## config.mk

```make
export PLATFORM = sky130hd
export DESIGN_NAME = hlsm_cond_loop_flat
export DESIGN_NICKNAME = d
export VERILOG_FILES = /design/src/rtl/hlsm_pkg.sv /design/src/rtl/hlsm_cond_loop_if.sv /design/src/rtl/hlsm_iter_counter.sv /design/src/rtl/hlsm_cond_loop.sv /design/src/flat_wrapper.sv
export SDC_FILE = /design/constraint.sdc
export NUM_CORES = 2
export LEC_CHECK = 0
export BUFFER_PORTS_ARGS = -buffer_cell sky130_fd_sc_hd__buf_2
export CAP_MARGIN = 20
export CORE_UTILIZATION = 45
export CTS_CLUSTER_DIAMETER = 150
export DETAILED_ROUTE_END_ITERATION = 16
export PLACE_DENSITY_LB_ADDON = 0.3
export SLEW_MARGIN = 10
export SYNTH_ARGS = -nofsm -noshare
export SYNTH_HDL_FRONTEND = slang
export SYNTH_HIERARCHICAL = 1
export SYNTH_SLANG_ARGS = --single-unit
export TNS_END_PERCENT = 30
```

## constraint.sdc

```tcl
create_clock -name clk -period 12.17 [get_ports clk]
set_clock_uncertainty 0.2 [all_clocks]
set_input_delay 0.6085 -clock clk [delete_from_list [all_inputs] [get_ports clk]]
set_output_delay 0.6085 -clock clk [all_outputs]
set_load 0.01 [all_outputs]
```

## src/rtl/hlsm_pkg.sv

```systemverilog
// Shared definitions for the HLSM kernel family: state encodings and counter sizing.
package hlsm_pkg;

  localparam int unsigned StateWidth = 3;

  typedef enum logic [StateWidth-1:0] {
    S_WAIT  = 3'd0,
    S_FINAL = 3'd1,
    S_C1    = 3'd2,
    S_C2    = 3'd3,
    S_C3    = 3'd4,
    S_C4    = 3'd5
  } state_e;

  // Bits needed to hold 0..n-1, never less than one.
  function automatic int unsigned clog2(int unsigned n);
    int unsigned w = 1;
    while ((64'd1 << w) < 64'(n)) w++;
    return w;
  endfunction

endpackage

```

## src/rtl/hlsm_cond_loop_if.sv

```systemverilog
// Start/Done control handshake plus operand and result bus of an HLSM kernel.
interface hlsm_cond_loop_if #(
  parameter int unsigned DATAWIDTH = 32
) ();

  logic                        start;
  logic                        done;
  logic                        busy;
  logic                        t;
  logic signed [DATAWIDTH-1:0] a;
  logic signed [DATAWIDTH-1:0] b;
  logic signed [DATAWIDTH-1:0] c;
  logic signed [DATAWIDTH-1:0] one;
  logic signed [DATAWIDTH-1:0] z;
  logic signed [DATAWIDTH-1:0] x;

  modport master (
    output start, t, a, b, c, one,
    input  done, busy, z, x
  );

  modport slave (
    input  start, t, a, b, c, one,
    output done, busy, z, x
  );

endinterface

```

## src/rtl/hlsm_iter_counter.sv

```systemverilog
// Iteration counter for the looped HLSM kernels; flags the final iteration.
module hlsm_iter_counter
  import hlsm_pkg::*;
#(
  parameter int unsigned ITERS = 4
) (
  input  logic clk,
  input  logic rst,
  input  logic clear,
  input  logic step,
  output logic last
);

  localparam int unsigned CntWidth = clog2(ITERS);
  localparam logic [CntWidth-1:0] LastVal = CntWidth'(ITERS - 1);

  logic [CntWidth-1:0] cnt;

  always_ff @(posedge clk) begin
    if (rst) begin
      cnt <= '0;
    end else if (clear) begin
      cnt <= '0;
    end else if (step) begin
      cnt <= cnt + 1'b1;
    end
  end

  assign last = (cnt == LastVal);

endmodule

```

## src/rtl/hlsm_cond_loop.sv

```systemverilog
// Predicated four-cycle HLSM kernel repeated ITERS times per Start, accumulating f - d into x.
module hlsm_cond_loop
  import hlsm_pkg::*;
#(
  parameter int unsigned DATAWIDTH = 32,
  parameter int unsigned ITERS     = 4
) (
  input logic             clk,
  input logic             rst,
  hlsm_cond_loop_if.slave bus
);

  state_e                      state;
  logic signed [DATAWIDTH-1:0] d, e, f;
  logic signed [DATAWIDTH-1:0] a_r, b_r, c_r, one_r;
  logic signed [DATAWIDTH-1:0] z_q, x_q;
  logic                        g, t_r;
  logic                        done_q, busy_q;
  logic                        last;

  hlsm_iter_counter #(
    .ITERS(ITERS)
  ) u_iter_counter (
    .clk  (clk),
    .rst  (rst),
    .clear(state == S_WAIT && bus.start),
    .step (state == S_C4 && !last),
    .last (last)
  );

  always_ff @(posedge clk) begin
    if (rst) begin
      state  <= S_WAIT;
      d      <= '0;
      e      <= '0;
      f      <= '0;
      g      <= 1'b0;
      a_r    <= '0;
      b_r    <= '0;
      c_r    <= '0;
      one_r  <= '0;
      t_r    <= 1'b0;
      z_q    <= '0;
      x_q    <= '0;
      done_q <= 1'b0;
      busy_q <= 1'b0;
    end else begin
      unique case (state)
        S_WAIT: begin
          done_q <= 1'b0;
          if (bus.start) begin
            a_r    <= bus.a;
            b_r    <= bus.b;
            c_r    <= bus.c;
            one_r  <= bus.one;
            t_r    <= bus.t;
            x_q    <= '0;
            z_q    <= '0;
            busy_q <= 1'b1;
            state  <= S_C1;
          end
        end
        S_C1: begin
          d <= a_r + b_r;
          if (!t_r) begin
            e <= a_r + c_r;
            f <= a_r * c_r;
          end
          state <= S_C2;
        end
        S_C2: begin
          if (t_r) d <= a_r - one_r;
          state <= S_C3;
        end
        S_C3: begin
          if (t_r) f <= a_r + c_r;
          else     g <= (d > e);
          state <= S_C4;
        end
        S_C4: begin
          x_q <= x_q + (f - d);
          if (!t_r) z_q <= g ? d : e;
          if (last) begin
            state <= S_FINAL;
          end else begin
            a_r   <= a_r + one_r;
            state <= S_C1;
          end
        end
        S_FINAL: begin
          done_q <= 1'b1;
          busy_q <= 1'b0;
          state  <= S_WAIT;
        end
        default: state <= S_WAIT;
      endcase
    end
  end

  assign bus.done = done_q;
  assign bus.busy = busy_q;
  assign bus.z    = z_q;
  assign bus.x    = x_q;

endmodule
```

## src/flat_wrapper.sv

```systemverilog
// flat-port wrapper written by rule: the top's interface ports become plain ports
module hlsm_cond_loop_flat import hlsm_pkg::*;
#(
  parameter int unsigned DATAWIDTH = 32,
  parameter int unsigned ITERS     = 4
)
  (clk, rst, bus_start, bus_t, bus_a, bus_b, bus_c, bus_one, bus_done, bus_busy, bus_z, bus_x);
  hlsm_cond_loop_if #(.DATAWIDTH(DATAWIDTH)) bus_i ();
  input logic clk;
  input logic rst;
  input wire logic [$bits(bus_i.start)-1:0] bus_start;
  input wire logic [$bits(bus_i.t)-1:0] bus_t;
  input wire logic [$bits(bus_i.a)-1:0] bus_a;
  input wire logic [$bits(bus_i.b)-1:0] bus_b;
  input wire logic [$bits(bus_i.c)-1:0] bus_c;
  input wire logic [$bits(bus_i.one)-1:0] bus_one;
  output wire logic [$bits(bus_i.done)-1:0] bus_done;
  output wire logic [$bits(bus_i.busy)-1:0] bus_busy;
  output wire logic [$bits(bus_i.z)-1:0] bus_z;
  output wire logic [$bits(bus_i.x)-1:0] bus_x;
  assign bus_i.start = bus_start;
  assign bus_i.t = bus_t;
  assign bus_i.a = bus_a;
  assign bus_i.b = bus_b;
  assign bus_i.c = bus_c;
  assign bus_i.one = bus_one;
  assign bus_done = bus_i.done;
  assign bus_busy = bus_i.busy;
  assign bus_z = bus_i.z;
  assign bus_x = bus_i.x;
  hlsm_cond_loop #(.DATAWIDTH(DATAWIDTH), .ITERS(ITERS)) u_core (.clk(clk), .rst(rst), .bus(bus_i));
endmodule
```

* Word-level counts from Yosys, hierarchy flattened
Cells that the tools add are included.
Word-level totals: word-level logic and storage cells 74, input bits 132, output and inout bits 66, register bits after elaboration 297
Cells by class: magnitude comparators 1, $add $sub $neg 7, bitwise logic cells 1, equality and inequality tests 12, reductions and logical operators 18, multipliers 1, mux-type cells 19
Operators with widths (number):
- $pmux W32 S2 | 5
- $mux W32 | 8
- $add A32 B32 Y32 | 4
- $sub A32 B32 Y32 | 2
- $gt A32 B32 Y1 | 1
- $mul A32 B32 Y32 | 1
- $pmux W3 S5 | 1
- $reduce_and A2 Y1 | 6
- $reduce_and A3 Y1 | 3
- $ne A2 B2 Y1 const B | 4
- $reduce_bool A2 Y1 | 4
- $eq A3 B2 Y1 const B | 2
- $eq A3 B3 Y1 const B | 2
- $ne A2 B1 Y1 const B | 2
- $pmux W1 S2 | 2
- $eq A3 B1 Y1 const B | 1
- $logic_not A3 Y1 | 1
- $mux W3 | 1
- $add A2 B1 Y2 const B | 1
- $eq A2 B2 Y1 const B | 1
- $logic_and A1 B1 Y1 | 2
- $mux W2 | 1
- $reduce_or A2 Y1 | 1
- $logic_not A1 Y1 | 1
- other kinds (2) | 2

* Logic depth before layout (Yosys ltp)
depth in word-level cells 3, depth in mapped cells 27, depth with buffers taken out 26

* Modules after synthesis
The synthesis kept the hierarchy.
Modules (own cells, without submodules):
- hlsm_cond_loop | area an instance 35938.2 um^2, cells each 4375, seq. area each 5905.7 um^2, times used 1
- hlsm_iter_counter | area an instance 91.3 um^2, cells each 7, seq. area each 40.0 um^2, times used 1

* Worst setup path after synthesis
Ideal clock, no wire load.
path kind reg2reg, start reg u_core.a_r[12], end reg u_core.f[31], path slack 5.184 ns, cell stages (with the launch flop) 25, period minus slack after synthesis 6.986 ns, library setup time 0.095 ns, path buffers 2, data arrival time 6.691 ns, required time 11.875 ns, path through dfxtp_1 -> clkbuf_1 -> clkbuf_1 -> and2_1 -> fa_1 -> fa_1 -> fa_1 -> inv_1 -> fa_1 -> inv_1 -> fa_1 -> inv_1 -> fa_1 -> inv_1 -> fa_1 -> fa_1 -> ha_1 -> a21o_1 -> a21oi_1 -> a21oi_1 -> a31oi_1 -> o21bai_1 -> a311oi_2 -> xnor2_1 -> a221oi_1
On the way: longest elaborated chain between the ends 3, elaborated cells between the ends (all ways) 5, classes of those cells add/sub: 1; mul: 1; mux: 3
RTL lines:
- start: declaration | RTL line hlsm_cond_loop.sv:15 | logic signed [DATAWIDTH-1:0] a_r, b_r, c_r, one_r;
- start signal: assignment | RTL line hlsm_cond_loop.sv:52 | a_r <= bus.a;
- start signal: assignment | RTL line hlsm_cond_loop.sv:86 | a_r <= a_r + one_r;
- $mul A32 B32 Y32 / $add A32 B32 Y32 (equally long branches) | RTL line hlsm_cond_loop.sv:67, hlsm_cond_loop.sv:76
- $mux W32, on equally long branches | RTL line hlsm_cond_loop.sv:65, hlsm_cond_loop.sv:76
- $pmux W32 S2 * | RTL line hlsm_cond_loop.sv:48 | unique case (state)
- end signal: assignment | RTL line hlsm_cond_loop.sv:67 | f <= a_r * c_r;
- end signal: assignment | RTL line hlsm_cond_loop.sv:76 | if (t_r) f <= a_r + c_r;
- end: declaration | RTL line hlsm_cond_loop.sv:14 | logic signed [DATAWIDTH-1:0] d, e, f;
Mark *: on every way between the ends. The rest lies on a longest branch, timed or not. The select of a mux whose other input is x is not followed. A chain may end at the register's enable or synchronous reset.

* Worst setup path after layout
start reg u_core.c_r[3], end reg u_core.f[26]
On the way: longest elaborated chain between the ends 3, elaborated cells between the ends (all ways) 5, classes of those cells add/sub: 1; mul: 1; mux: 3
RTL lines:
- start: declaration | RTL line hlsm_cond_loop.sv:15
- start signal: assignment | RTL line hlsm_cond_loop.sv:54 | c_r <= bus.c;
- $mul A32 B32 Y32 / $add A32 B32 Y32 (equally long branches) | RTL line hlsm_cond_loop.sv:67, hlsm_cond_loop.sv:76
- $mux W32, on equally long branches | RTL line hlsm_cond_loop.sv:65, hlsm_cond_loop.sv:76
- $pmux W32 S2 * | RTL line hlsm_cond_loop.sv:48
Marks and branches as above.

==> key figures <==
Run status
  – Status: completed

Setup path
  – Reg2reg start: u_core/c_r[3]
  – CP max stage cell: dfxtp_1
  – CP arrival: ~8100 ps
  – CP Launch Type: flip-flop
  – Crit path top cell by count: fa_1
  – Critical path class: flip-flop to flip-flop
  – CP max stage delay: 1010 ps
  – Crit path from: u_core/c_r[3]
  – Worst-path maximum fanout: 30
  – WP data required: 12440 ps
  – Setup crit end kind: flip-flop
  – CP cell instances: and2_1 > fa_1 > fa_1 > fa_1 > inv_1 > fa_1 > inv_1 > ha_1 > ha_1 > fa_1 > inv_1 > fa_1 > inv_1 > ha_1 > nor4_1 > o21ai_0 > a21oi_1 > a31oi_1 > a31oi_1 > o21ai_0 > a311oi_1 > xnor2_1 > o22ai_1 > a211oi_1

Floorplanning
  – # rows: 103
  – IO Count: 198
  – Core ar.: roughly 79000 um2
  – DIE AREA: 81200 um2
  – Initial Util: 45.5%
  – Chip Height: 285 um
  – Die Width: 285 um

Final layout
  – # nets final: 5320
  – Layout fillers: 7679
  – Proportion of layout cells with a drive suffix above 1: ~7.6%
  – Final core utilization: 49.5%
  – Area delta synth->final: 8.76%
  – Antenna Diode Count: 0
  – Finished Layout Cells: 5516

Timing
  – Setup TNS Final: 0 ps
  – Hold Slack: 62.6 ps
  – Final count of negative-setup-slack endpoints: 0
  – Rel. slew slack: 27.3%
  – Period utilisation layout: 64.4%
  – Final hold vios: 0
  – Actual slew at the worst max-slew pin: 1090 ps
  – Fin. max-slew vios: 0
  – Fmax: 128 MHz
  – Minimum clock period after layout: 7830 ps
  – RSZ-0062 raised after global routing: no

GRT
  – First-pass GRT wire length: 174000 um
  – Vias in the first global route: 30400
  – Total GRT Usage: between 20% and 30%
  – Initial antenna violation count: 0
  – Gr ovfl total: 0
  – Largest net degree at the start of global routing: 134

Clock network
  – CTS tree: built
  – CTS buffer count: 37
  – Clk buf depth: 3
  – Cts hold-fix bufs: 0
  – Reg clk slew, reported paths: 60 ps
  – Post-cts gate resize count: 0
  – Sinks on Clock Net: around 300
  – H-Tree Depth: 2
  – Clk root buf: clkbuf_16
  – Post-CTS setup repair buffer count: 0
  – Clock latency on the worst-skew pair: ~580 ps

Synthesis
  – Syn_area_per_cell: 8.22 um2
  – Share of the synthesized area in the top cell type: 24.6%
  – Seq cells post-synth: 297
  – Count leader, synth: inv_1
  – Synthesis Warnings: 6
  – Most frequent cells after synthesis: inv_1, nand2_1, fa_1
  – Sequential fraction of the synthesis area: 16.5%
  – Post-Syn Instances: 4382
  – Post-synth EDFFs: 0
  – Area leader, netlist: fa_1
  – Main synth FF type: dfxtp_1
  – Post-synth net total: 5265
  – Synthesized area: 36000 um2
  – Post-synth ARST share: 0%
  – Synth top area cells: fa_1, dfxtp_1, ha_1
  – Post-synth cell types: 84

Flow run
  – Max-cap violation count: 0

Power and ir drop
  – Tot Pwr: 4.39 mW
  – Maximum VDD drop: approximately 0.085 mV
  – Pwr Density: 112 nW/um2
  – Pleak: roughly 18 nW

Route
  – Vias post-DR: 30200
  – WL final: approximately 110000 um
  – Drt first-iter violations: 2098
  – Routed length per placed instance: about 20 um
  – Vias per cell: 5.48
  – # DRC: 0
  – Detailed-router iteration count before antenna repair: 5
  – Remaining antenna violation count: 0

Worst hold path
  – Min-delay worst type: input port to flip-flop
  – Hold_sp: bus_b[3]

Place
  – PortBufs: slightly below 200
  – DP Cell Count: between 5000 and 6000
  – GP Congestion: 0.937
  – Post-DP HPWL: between 80000 and 90000 um
==> metal layers <==
metal  wire length [um]  part of all wire, %  vias up  track usage (%)
met4               4830                  4.4        0             11.2
met3               6690                  6.1      205             3.19
met5                  0                    0        -                0
met2              51500                   47      986             45.0
li1                   -                    -    14300                -
met1              47100                   43    14800             37.0
==> cell families after synthesis <==
family	synth area share [%]
and+or+nand+nor	19.0
xor gates and xnor gates	5.06
DFF	16.5
muxes	1.11
adders and majority gates	35.3
AOI/OAI and AO/OA	14.3
buffers and inverters	8.73
==> final cells by class <==
class	count	area [um2]	share of cell area, %
clock buffer	49	1050	2.69
clock inverter	19	241	0.616
inverter	616	2310	5.91
multi-input combinational	3247	27000	68.8
sequential	297	5950	15.2
tap	1050	1310	3.35
timing repair buffer	238	1350	3.44
==> worst paths after layout <==
| path | to | slack (ps) | cells after the start |
|---|---|---|---|
| min reg2reg | u_core/f[6] | 250 | 2 |
| max | u_core/f[26] | 4340 | 24 |
| min | u_core/b_r[3] | 60 | 3 |
| max reg2reg | u_core/f[26] | 4340 | 24 |
==> stage by stage <==
step,instance area (um2),setup WS (ps)
6_report,39200,4340
5_1_grt,39200,3680
4_1_cts,39100,4380
3_5_place_dp,37800,4400
2_1_floorplan,36000,5180
3_3_place_gp,37800,4530
==> registers in the layout, indices dropped and copies added (netlist names), 2 cells and up <==
| signal | flops |
|---|---|
| u_core/b_r | 32 |
| u_core/bus.x | 32 |
| u_core/u_iter_counter/cnt | 2 |
| u_core/one_r | 32 |
| u_core/f | 32 |
| u_core/bus.z | 32 |
| u_core/e | 32 |
| u_core/c_r | 32 |
| u_core/state | 3 |
| u_core/a_r | 32 |
| u_core/d | 32 |
==> cell usage in the layout (no fill, tap or decap), types with 39 or more instances in the layout <==
| cell type | netlist | routed |
|---|---|---|
| xor2_1 | 68 | 68 |
| ha_1 | 309 | 309 |
| nor3_1 | 40 | 40 |
| fa_1 | 442 | 442 |
| nor2_1 | 248 | 246 |
| buf_2 | 0 | 196 |
| a211oi_1 | 68 | 68 |
| mux2i_1 | 39 | 39 |
| a21oi_1 | 306 | 306 |
| nand2_1 | 607 | 606 |
| inv_1 | 616 | 615 |
| a21o_1 | 74 | 74 |
| dfxtp_1 | 297 | 295 |
| xnor2_1 | 140 | 140 |
| o21ai_0 | 117 | 117 |
| a31oi_1 | 55 | 55 |
| and2_1 | 352 | 351 |
==> report_power, final <==
part | leakage (nW) | switching (mW) | internal, mW
Sequential | 2.43 | 0.164 | 1.05
Combinational | 15.4 | 1.19 | 0.800
Clock | 0.629 | 0.486 | 0.702
Total | 18.4 | 1.84 | 2.55
==> worst max-delay path: cells and delay by family (launching register included) <==
family | cells | cell delay, ps
AO/OA/AOI/OAI | 8 | 1950
XOR/XNOR | 1 | 160
adder cells (fa/ha/maj) | 9 | 3690
buffers and inverters | 4 | 190
flip-flops | 1 | 1010
AND/OR/NAND/NOR | 2 | 560
(Power assumes the default switching activity.)
